[src/rtl/mealy_seq_pkg.sv]
// Shared constants and elaboration-time helpers for the Mealy sequence detector.
// Pattern bit [width-1] is the first bit of the sequence on the wire.
package mealy_seq_pkg;

   localparam int MAX_PATTERN_W = 16;
   localparam int MAX_CHANNELS  = 16;

   typedef logic [MAX_PATTERN_W-1:0] pattern_t;

   // Longest proper prefix of the pattern that is also a suffix of it.
   function automatic int border_len(pattern_t pattern, int width);
      logic ok;
      for (int k = width - 1; k >= 1; k--) begin
         ok = 1'b1;
         for (int i = 0; i < k; i++) begin
            if (pattern[width-1-i] != pattern[k-1-i]) ok = 1'b0;
         end
         if (ok) return k;
      end
      return 0;
   endfunction

   // Longest suffix of (prefix of length s, then b) that is a prefix of the pattern.
   function automatic int next_len(pattern_t pattern, int width, int s, logic b);
      logic [MAX_PATTERN_W:0] seq;
      logic                   ok;
      seq = '0;
      for (int j = 0; j < s; j++) seq[j] = pattern[width-1-j];
      seq[s] = b;
      for (int t = s + 1; t >= 1; t--) begin
         if (t <= width) begin
            ok = 1'b1;
            for (int i = 0; i < t; i++) begin
               if (seq[s+1-t+i] != pattern[width-1-i]) ok = 1'b0;
            end
            if (ok) return t;
         end
      end
      return 0;
   endfunction

endpackage

[src/rtl/mealy_seq_channel.sv]
// One detector channel: prefix-length state register, Mealy match output and,
// when MEALY_SEQ_COUNT_EN is defined, a saturating match counter.
module mealy_seq_channel
   import mealy_seq_pkg::*;
#(
   parameter int                   PATTERN_W = 4,
   parameter logic [PATTERN_W-1:0] PATTERN   = 4'b1011,
   parameter int                   COUNT_W   = 8
) (
   input  logic                         clock,
   input  logic                         reset,
   input  logic                         ain,
   input  logic                         ain_valid,
   input  logic                         overlap,
`ifdef MEALY_SEQ_COUNT_EN
   input  logic                         count_clr,
   output logic [COUNT_W-1:0]           count,
`endif
   output logic                         aout,
   output logic [$clog2(PATTERN_W)-1:0] state
);

   localparam int SW    = $clog2(PATTERN_W);
   localparam int LW    = $clog2(PATTERN_W + 1);
   localparam int DEPTH = 1 << SW;

   localparam logic [LW-1:0] MATCH_LEN = LW'(PATTERN_W);
   localparam logic [SW-1:0] BORDER    = SW'(border_len(pattern_t'(PATTERN), PATTERN_W));

   if (COUNT_W < 1) begin : g_bad_count_w
      $error("mealy_seq_channel: COUNT_W must be at least 1");
   end

   // Rows beyond PATTERN_W-1 are unreachable and tied off.
   logic [LW-1:0] next_tab [DEPTH][2];

   for (genvar s = 0; s < DEPTH; s++) begin : g_row
      for (genvar b = 0; b < 2; b++) begin : g_bit
         if (s < PATTERN_W) begin : g_live
            assign next_tab[s][b] = LW'(next_len(pattern_t'(PATTERN), PATTERN_W, s, 1'(b)));
         end else begin : g_dead
            assign next_tab[s][b] = '0;
         end
      end
   end

   logic [SW-1:0] state_q;
   logic [SW-1:0] state_d;
   logic [LW-1:0] t;
   logic          match;

   always_comb begin
      t       = next_tab[state_q][ain];
      match   = 1'b0;
      state_d = state_q;
      if (ain_valid) begin
         if (t == MATCH_LEN) begin
            match   = !reset;
            state_d = overlap ? BORDER : '0;
         end else begin
            state_d = t[SW-1:0];
         end
      end
   end

   always_ff @(posedge clock) begin
      if (reset) state_q <= '0;
      else       state_q <= state_d;
   end

   assign aout  = match;
   assign state = state_q;

`ifdef MEALY_SEQ_COUNT_EN
   logic [COUNT_W-1:0] count_q;

   // Clear dominates a coincident match.
   always_ff @(posedge clock) begin
      if (reset || count_clr)         count_q <= '0;
      else if (match && count_q != '1) count_q <= count_q + 1'b1;
   end

   assign count = count_q;
`endif

endmodule

[src/rtl/mealy_seq_detector.sv]
// Multi-channel Mealy sequence detector top: CHANNELS independent detectors.
// Optional per-channel match counters are enabled with MEALY_SEQ_COUNT_EN.
module mealy_seq_detector
   import mealy_seq_pkg::*;
#(
   parameter int                   CHANNELS  = 2,
   parameter int                   PATTERN_W = 4,
   parameter logic [PATTERN_W-1:0] PATTERN   = 4'b1011,
   parameter int                   COUNT_W   = 8
) (
   input  logic                                  clock,
   input  logic                                  reset,
   input  logic [CHANNELS-1:0]                   ain,
   input  logic [CHANNELS-1:0]                   ain_valid,
   input  logic                                  overlap,
`ifdef MEALY_SEQ_COUNT_EN
   input  logic                                  count_clr,
   output logic [CHANNELS*COUNT_W-1:0]           count,
`endif
   output logic [CHANNELS-1:0]                   aout,
   output logic [CHANNELS*$clog2(PATTERN_W)-1:0] state
);

   localparam int SW = $clog2(PATTERN_W);

   if (PATTERN_W < 2 || PATTERN_W > MAX_PATTERN_W) begin : g_bad_pattern_w
      $error("mealy_seq_detector: PATTERN_W out of range 2..%0d", MAX_PATTERN_W);
   end
   if (CHANNELS < 1 || CHANNELS > MAX_CHANNELS) begin : g_bad_channels
      $error("mealy_seq_detector: CHANNELS out of range 1..%0d", MAX_CHANNELS);
   end

   for (genvar c = 0; c < CHANNELS; c++) begin : g_ch
      mealy_seq_channel #(
         .PATTERN_W (PATTERN_W),
         .PATTERN   (PATTERN),
         .COUNT_W   (COUNT_W)
      ) u_channel (
         .clock     (clock),
         .reset     (reset),
         .ain       (ain[c]),
         .ain_valid (ain_valid[c]),
         .overlap   (overlap),
`ifdef MEALY_SEQ_COUNT_EN
         .count_clr (count_clr),
         .count     (count[c*COUNT_W +: COUNT_W]),
`endif
         .aout      (aout[c]),
         .state     (state[c*SW +: SW])
      );
   end

endmodule

[config.mk]
export PLATFORM = sky130hd
export DESIGN_NAME = mealy_seq_detector
export DESIGN_NICKNAME = d
export VERILOG_FILES = /design/src/rtl/mealy_seq_pkg.sv /design/src/rtl/mealy_seq_channel.sv /design/src/rtl/mealy_seq_detector.sv
export SDC_FILE = /design/constraint.sdc
export NUM_CORES = 1
export LEC_CHECK = 0
export CAP_MARGIN = 10
export CORE_AREA = 2 2 39 41
export DETAILED_ROUTE_END_ITERATION = 12
export DIE_AREA = 0 0 41 43
export GPL_ROUTABILITY_DRIVEN = 1
export PLACE_DENSITY = 0.42
export RECOVER_POWER = 50
export SYNTH_ARGS = -nofsm -noshare
export SYNTH_HDL_FRONTEND = slang
export SYNTH_SLANG_ARGS = --single-unit
export TNS_END_PERCENT = 10
[constraint.sdc]
create_clock -name clock -period 1 [get_ports clock]
set_input_delay 0.15 -clock clock [delete_from_list [all_inputs] [get_ports clock]]
set_output_delay 0.15 -clock clock [all_outputs]
set_load 0.005 [all_outputs]
==> reports/metrics.cfg, run 1 <==
[drt]
avgViaCountPerCell = 4.044
drt-initial-drc-count = 1
wl_per_cell_um = 9.926
ant_nets = 0
routed_wl_um = 675
met3_wirelength_um = 52
dr.pass1.iters = 3
vias = 275
route.detailed.drc = 0
highest_layer = met3
m1WireLength_um = 269
met2_length_um = 353

[final_layout]
antenna-diode-count = 0
layout_commonest_cell = buf_4
area_growth_pct = 94.71
nNetsFinal = 61
final_layout_size_suffix_gt1_share_pct = 42.31
fill_cells = 153
post-route-cell-area_sq_um = 414.1
layout_common_cells = 8 x buf_4, 5 x dlygate4sd2_1, 5 x buf_2
largest_reg_flops = 4

[logic_synthesis]
muxShareOfSynthArea_pct = 0
synth_seq_cells = 4
syn_nets = 35
synth_xor_area_share_pct = 0
synthCells = 28
syn_area_sq_um = 212.7
synthAdderAreaFrac_pct = 0
synth_area_per_cell_sq_um = 7.597
yosysWarnings = 0
synth_top_family_by_area = simple AND/OR/NAND/NOR gates
yosys.area_share.simple_pct = 37.65
ys_seq_area_share_pct = 37.65
synth_compound_area_share_pct = 14.12
synth_cell_types = 11

[timing]
slew_violations = 0
setup_slack_ns = 0.02065
hold_viol = 0
max-slew-margin-rel_pct = 89.81
grt_setup_unrepaired = yes
fin_skew_ns = 0.00005203
fmax_mhz = 1021
fin_crit_sh_pct = 97.94
worstMarginPinSlew_ns = 0.1513
fin_crit_ns = 0.9794
setup_violations = 0

[die]
pin_count = 13
die_w_um = 41
core_sq_um = 1384
initial_core_util_pct = 15.37
die_h_um = 43
fp.dieArea_sq_um = 1763
placementRows = 14

[worst_setup_path]
path_buf_inv = 1
cp.arrival_ns = 0.83
start_kind = register
path_cells = nand4_1 -> nor2_1 -> buf_2
worstSetupPathType = register to output pin
crit_path_end_kind = output pin
required_ns = 0.85
critPathSlowestCell = dfxtp_2
crit_fanout = 3
critical-path-max-stage-delay_ns = 0.34
crit_family = flip-flops

[global_routing]
grt_pass1_wl_um = 1062
grt_pass1_vias = 276
grt_max_degree = 6
overflow = 0
grtUsageTotal_pct = 9.228
antenna_found_initial = 0

[place]
placed_cell_area_sq_um = 412.9
place_congestion = 0.6119
dp_hpwl_um = 538
numPortBuffers = 12
dpl_worst_slack_ns = -0.4786

[clock_network]
root_buffer = clkbuf_4
tritoncts = built
numClockSinks = 4
clk_path_buf_depth = 2
worstSkewPairLatency_ns = 0.23
cts_max_level = 1
path_clk_slew_ns = 0.04
cts_made_buffers = 3

[power_and_ir_drop]
p_leak_uw = 0.0001982
peakVddDrop_uv = 329.7
total_power_uw = 449.2
p_per_area_nw_per_um2 = 1085

[outcome]
run_status = finished, final reports clean

[flow_run]
maxCapViolations = 0

[hold_path]
hp-class = primary input to register

==> cell families (layout without fill, tap and decap cells) <==
kind of cell,Yosys count,in the layout
and+or+nand+nor,14,14
AOI/OAI and AO/OA,6,6
DFF,4,4
buffers and inverters,4,28
==> per-layer routing <==
layer | GRT usage (%) | vias to the layer above
met4 | 6.000 | 0
met3 | 3.141 | 0
met1 | 10.90 | 123
met2 | 13.44 | 7
li1 | - | 145
met5 | 0 | -
==> worst register-to-register path: cells and delay by family, from the launching register on <==
family | cells | cell delay (ns)
buf+inv | 2 | 0.24
compound gates | 2 | 0.17
simple gates | 1 | 0.10
flops | 1 | 0.32
==> power by group <==
part	total, uW	switching [uW]	internal [uW]
registers	172	4.61	168
logic	86.2	33.1	53.1
clock network	191	56.9	134
total	449	94.6	355
==> per-stage QoR <==
step                setup TNS (ns)  utilization, %  instances  hold slack [ns]
floorplan                        0               -         28           0.2191
global placement            -1.541           29.84         64           0.5945
detailed placement          -1.650           29.84         64           0.6015
CTS                       -0.04156           30.47         68           0.4272
global route               -0.1267           29.93         68           0.4380
finish                           0           29.93         68           0.4155
==> path summary, 6_finish.rpt <==
kind,slack [ns],cells past startpoint,to,from
setup / recovery,0.02,3,aout[1],g_ch[1].u_channel.state[0]
hold / removal,0.42,3,g_ch[1].u_channel.state[0],reset
setup reg to reg,0.09,5,g_ch[1].u_channel.state[1],g_ch[1].u_channel.state[0]
hold reg to reg,0.59,3,g_ch[1].u_channel.state[1],g_ch[1].u_channel.state[1]
==> synth_stat cells (all sizes together) <==
| cell type | number | area (sq um) |
|---|---|---|
| nand3b | 4 | 30.03 |
| buf | 2 | 15.01 |
| nand4 | 2 | 12.51 |
| inv | 2 | 7.510 |
| nor2 | 2 | 7.510 |
| dfxtp | 4 | 80.08 |
| a21oi | 4 | 20.02 |
| nand3 | 2 | 10.01 |
| nand2 | 2 | 7.510 |
| nor2b | 2 | 12.51 |
| o21ai | 2 | 10.01 |
==> final cells by class <==
cell class,instances,area (sq um),area share [%]
repair buffers,23,170.2,41.09
multi-input cells,20,110.1,26.59
flip-flops and latches,4,83.83,20.24
clock buffers,3,22.52,5.438
well taps,16,20.02,4.834
inverters,2,7.507,1.813
==> timing repair <==
| item | 4_1_cts | 5_1_grt |
|---|---|---|
| pin swaps | 2 | 3 |
| hold buffers | 0 | 0 |
| endpoints found under the setup margin | 6 | 3 |
| endpoints found under the hold margin | 0 | 0 |
| buffers inserted | 1 | 0 |
| gates resized for setup | 31 | 2 |
No activity file was read; power rests on OpenSTA's default activity.
==> run 2: changes to the inputs <==
--- a/config.mk
+++ b/config.mk
@@ -7,11 +7,13 @@
 export LEC_CHECK = 0
 export CAP_MARGIN = 10
 export CORE_AREA = 2 2 39 41
+export CTS_CLUSTER_SIZE = 25
 export DETAILED_ROUTE_END_ITERATION = 12
 export DIE_AREA = 0 0 41 43
 export GPL_ROUTABILITY_DRIVEN = 1
 export PLACE_DENSITY = 0.42
 export RECOVER_POWER = 50
+export SKIP_CTS_REPAIR_TIMING = 1
 export SYNTH_ARGS = -nofsm -noshare
 export SYNTH_HDL_FRONTEND = slang
 export SYNTH_SLANG_ARGS = --single-unit
==> run 2 against run 1 <==
The run now ends with negative setup slack left; clock skew about the same; critical path depth up 1; maximum frequency decreased by 10%; clock-buffer cell count unchanged.
==> reports/metrics.cfg, run 2 (synthesized netlist as in run 1, its figures left out) <==
[final_layout]
area_growth_pct = 110.0
nNetsFinal = 60
layout_common_cells = 8 x buf_4, 5 x clkdlybuf4s50_1, 5 x dlymetal6s2s_1
largest_reg_flops = 4
fill_cells = 146
layout_commonest_cell = buf_4
final_layout_size_suffix_gt1_share_pct = 31.37
antenna-diode-count = 0
post-route-cell-area_sq_um = 446.7

[outcome]
run_status = finished with violations
violations = negative setup slack

[clock_network]
clk_path_buf_depth = 2
tritoncts = built
path_clk_slew_ns = 0.04
cts_max_level = 1
worstSkewPairLatency_ns = 0.23
cts_made_buffers = 3
root_buffer = clkbuf_4
numClockSinks = 4

[global_routing]
grt_pass1_wl_um = 1041
overflow = 0
antenna_found_initial = 0
grt_max_degree = 6
grt_pass1_vias = 276
grtUsageTotal_pct = 9.027

[drt]
wl_per_cell_um = 9.896
routed_wl_um = 663
avgViaCountPerCell = 4.000
dr.pass1.iters = 1
vias = 268
route.detailed.drc = 0
drt-initial-drc-count = 0
ant_nets = 0

[timing]
fin_crit_ns = 1.088
setup_slack_ns = -0.08784
setup_violations = 2
slew_violations = 0
fin_crit_sh_pct = 108.8
tns_ns = -0.1526
worstMarginPinSlew_ns = 0.1751
hold_viol = 0
hold_slack_ns = 0.3537
fin_skew_ns = 0.00002906
grt_setup_unrepaired = yes
fmax_mhz = 919.3
max-slew-margin-rel_pct = 88.29

[hold_path]
hp-class = primary input to register
hold_end = g_ch[1].u_channel.state[1]
hold_depth = 4
hold_start = ain[1]

[worst_setup_path]
start_kind = primary input
cp.arrival_ns = 0.94
worstSetupPathType = primary input to output pin
critPathSlowestCell = clkdlybuf4s50_1
path_cells = clkdlybuf4s50_1 -> nand4_1 -> nor2_1 -> clkbuf_2
reg2reg_from = g_ch[0].u_channel.state[0]
critical-path-max-stage-delay_ns = 0.48
regToRegSetupSlack_ns = 0.18
crit_fanout = 2
r2r-end = g_ch[0].u_channel.state[0]
reg2reg_depth = 4
required_ns = 0.85
crit_path_end_kind = output pin

[power_and_ir_drop]
comb_power_share_pct = 20.6
p_per_area_nw_per_um2 = 1025
p_int_uw = 362.8
peakVddDrop_uv = 331.1
clockPowerShare_pct = 41.8
swShare_pct = 20.80
p_leak_uw = 0.0002584
p_sw_uw = 95.27
seqPwrFrac_pct = 37.6

[place]
placed_cell_area_sq_um = 412.9
numPortBuffers = 12
place_congestion = 0.6119
dp_hpwl_um = 538

[die]
fp.dieArea_sq_um = 1763
initial_core_util_pct = 15.37
die_h_um = 43
die_w_um = 41
placementRows = 14
pin_count = 13
core_sq_um = 1384

[flow_run]
maxCapViolations = 0

## run 2: per-layer routing
layer	global-route usage, %	wire length, um	share of wire [%]
met5	0	0	0
met4	6.000	0	0
met3	3.141	53	8.0
met2	12.81	338	51
met1	10.90	270	41
## run 2: worst max-delay path by stage
stage,endpoint,start,depth (start not counted)
floorplan,aout[0],g_ch[0].u_channel.state[0],3
finish,aout[0],ain[0],4
global placement,aout[0],ain[0],4
global route,aout[0],ain[0],4
CTS,aout[0],ain[0],4
detailed placement,aout[0],ain[0],4
## run 2: worst max-delay path: cells and delay by family
family        cells  cell delay (ns)
buf+inv           2             0.60
simple gates      2             0.19
## run 2: final cells by class
cell class	instances	area [sq um]	share of cell area [%]
repair buffers	22	205.2	45.94
flip-flops and latches	4	81.33	18.21
multi-input cells	20	110.1	24.65
well taps	16	20.02	4.482
inverters	2	7.507	1.681
clock buffers	3	22.52	5.042
## run 2: power by group through the flow
stage	Sequential [uW]	Clock, uW	Combinational [uW]
6_report	172	192	94.5
5_1_grt	173	211	102
4_1_cts	170	200	95.6
3_5_place_dp	173	0	94.7
3_3_place_gp	173	0	91.9
2_1_floorplan	176	0	15.9
## run 2: through the flow
step	power [uW]	util, %	worst slack (ns)	instances
after floorplan	192.3	-	0.1739	28
after global placement	264.6	29.84	-0.4746	64
after detailed placement	267.5	29.84	-0.4786	64
after CTS	465.7	31.46	-0.4867	67
after global routing	485.8	32.28	-0.1546	67
final	458.0	32.28	-0.08784	67
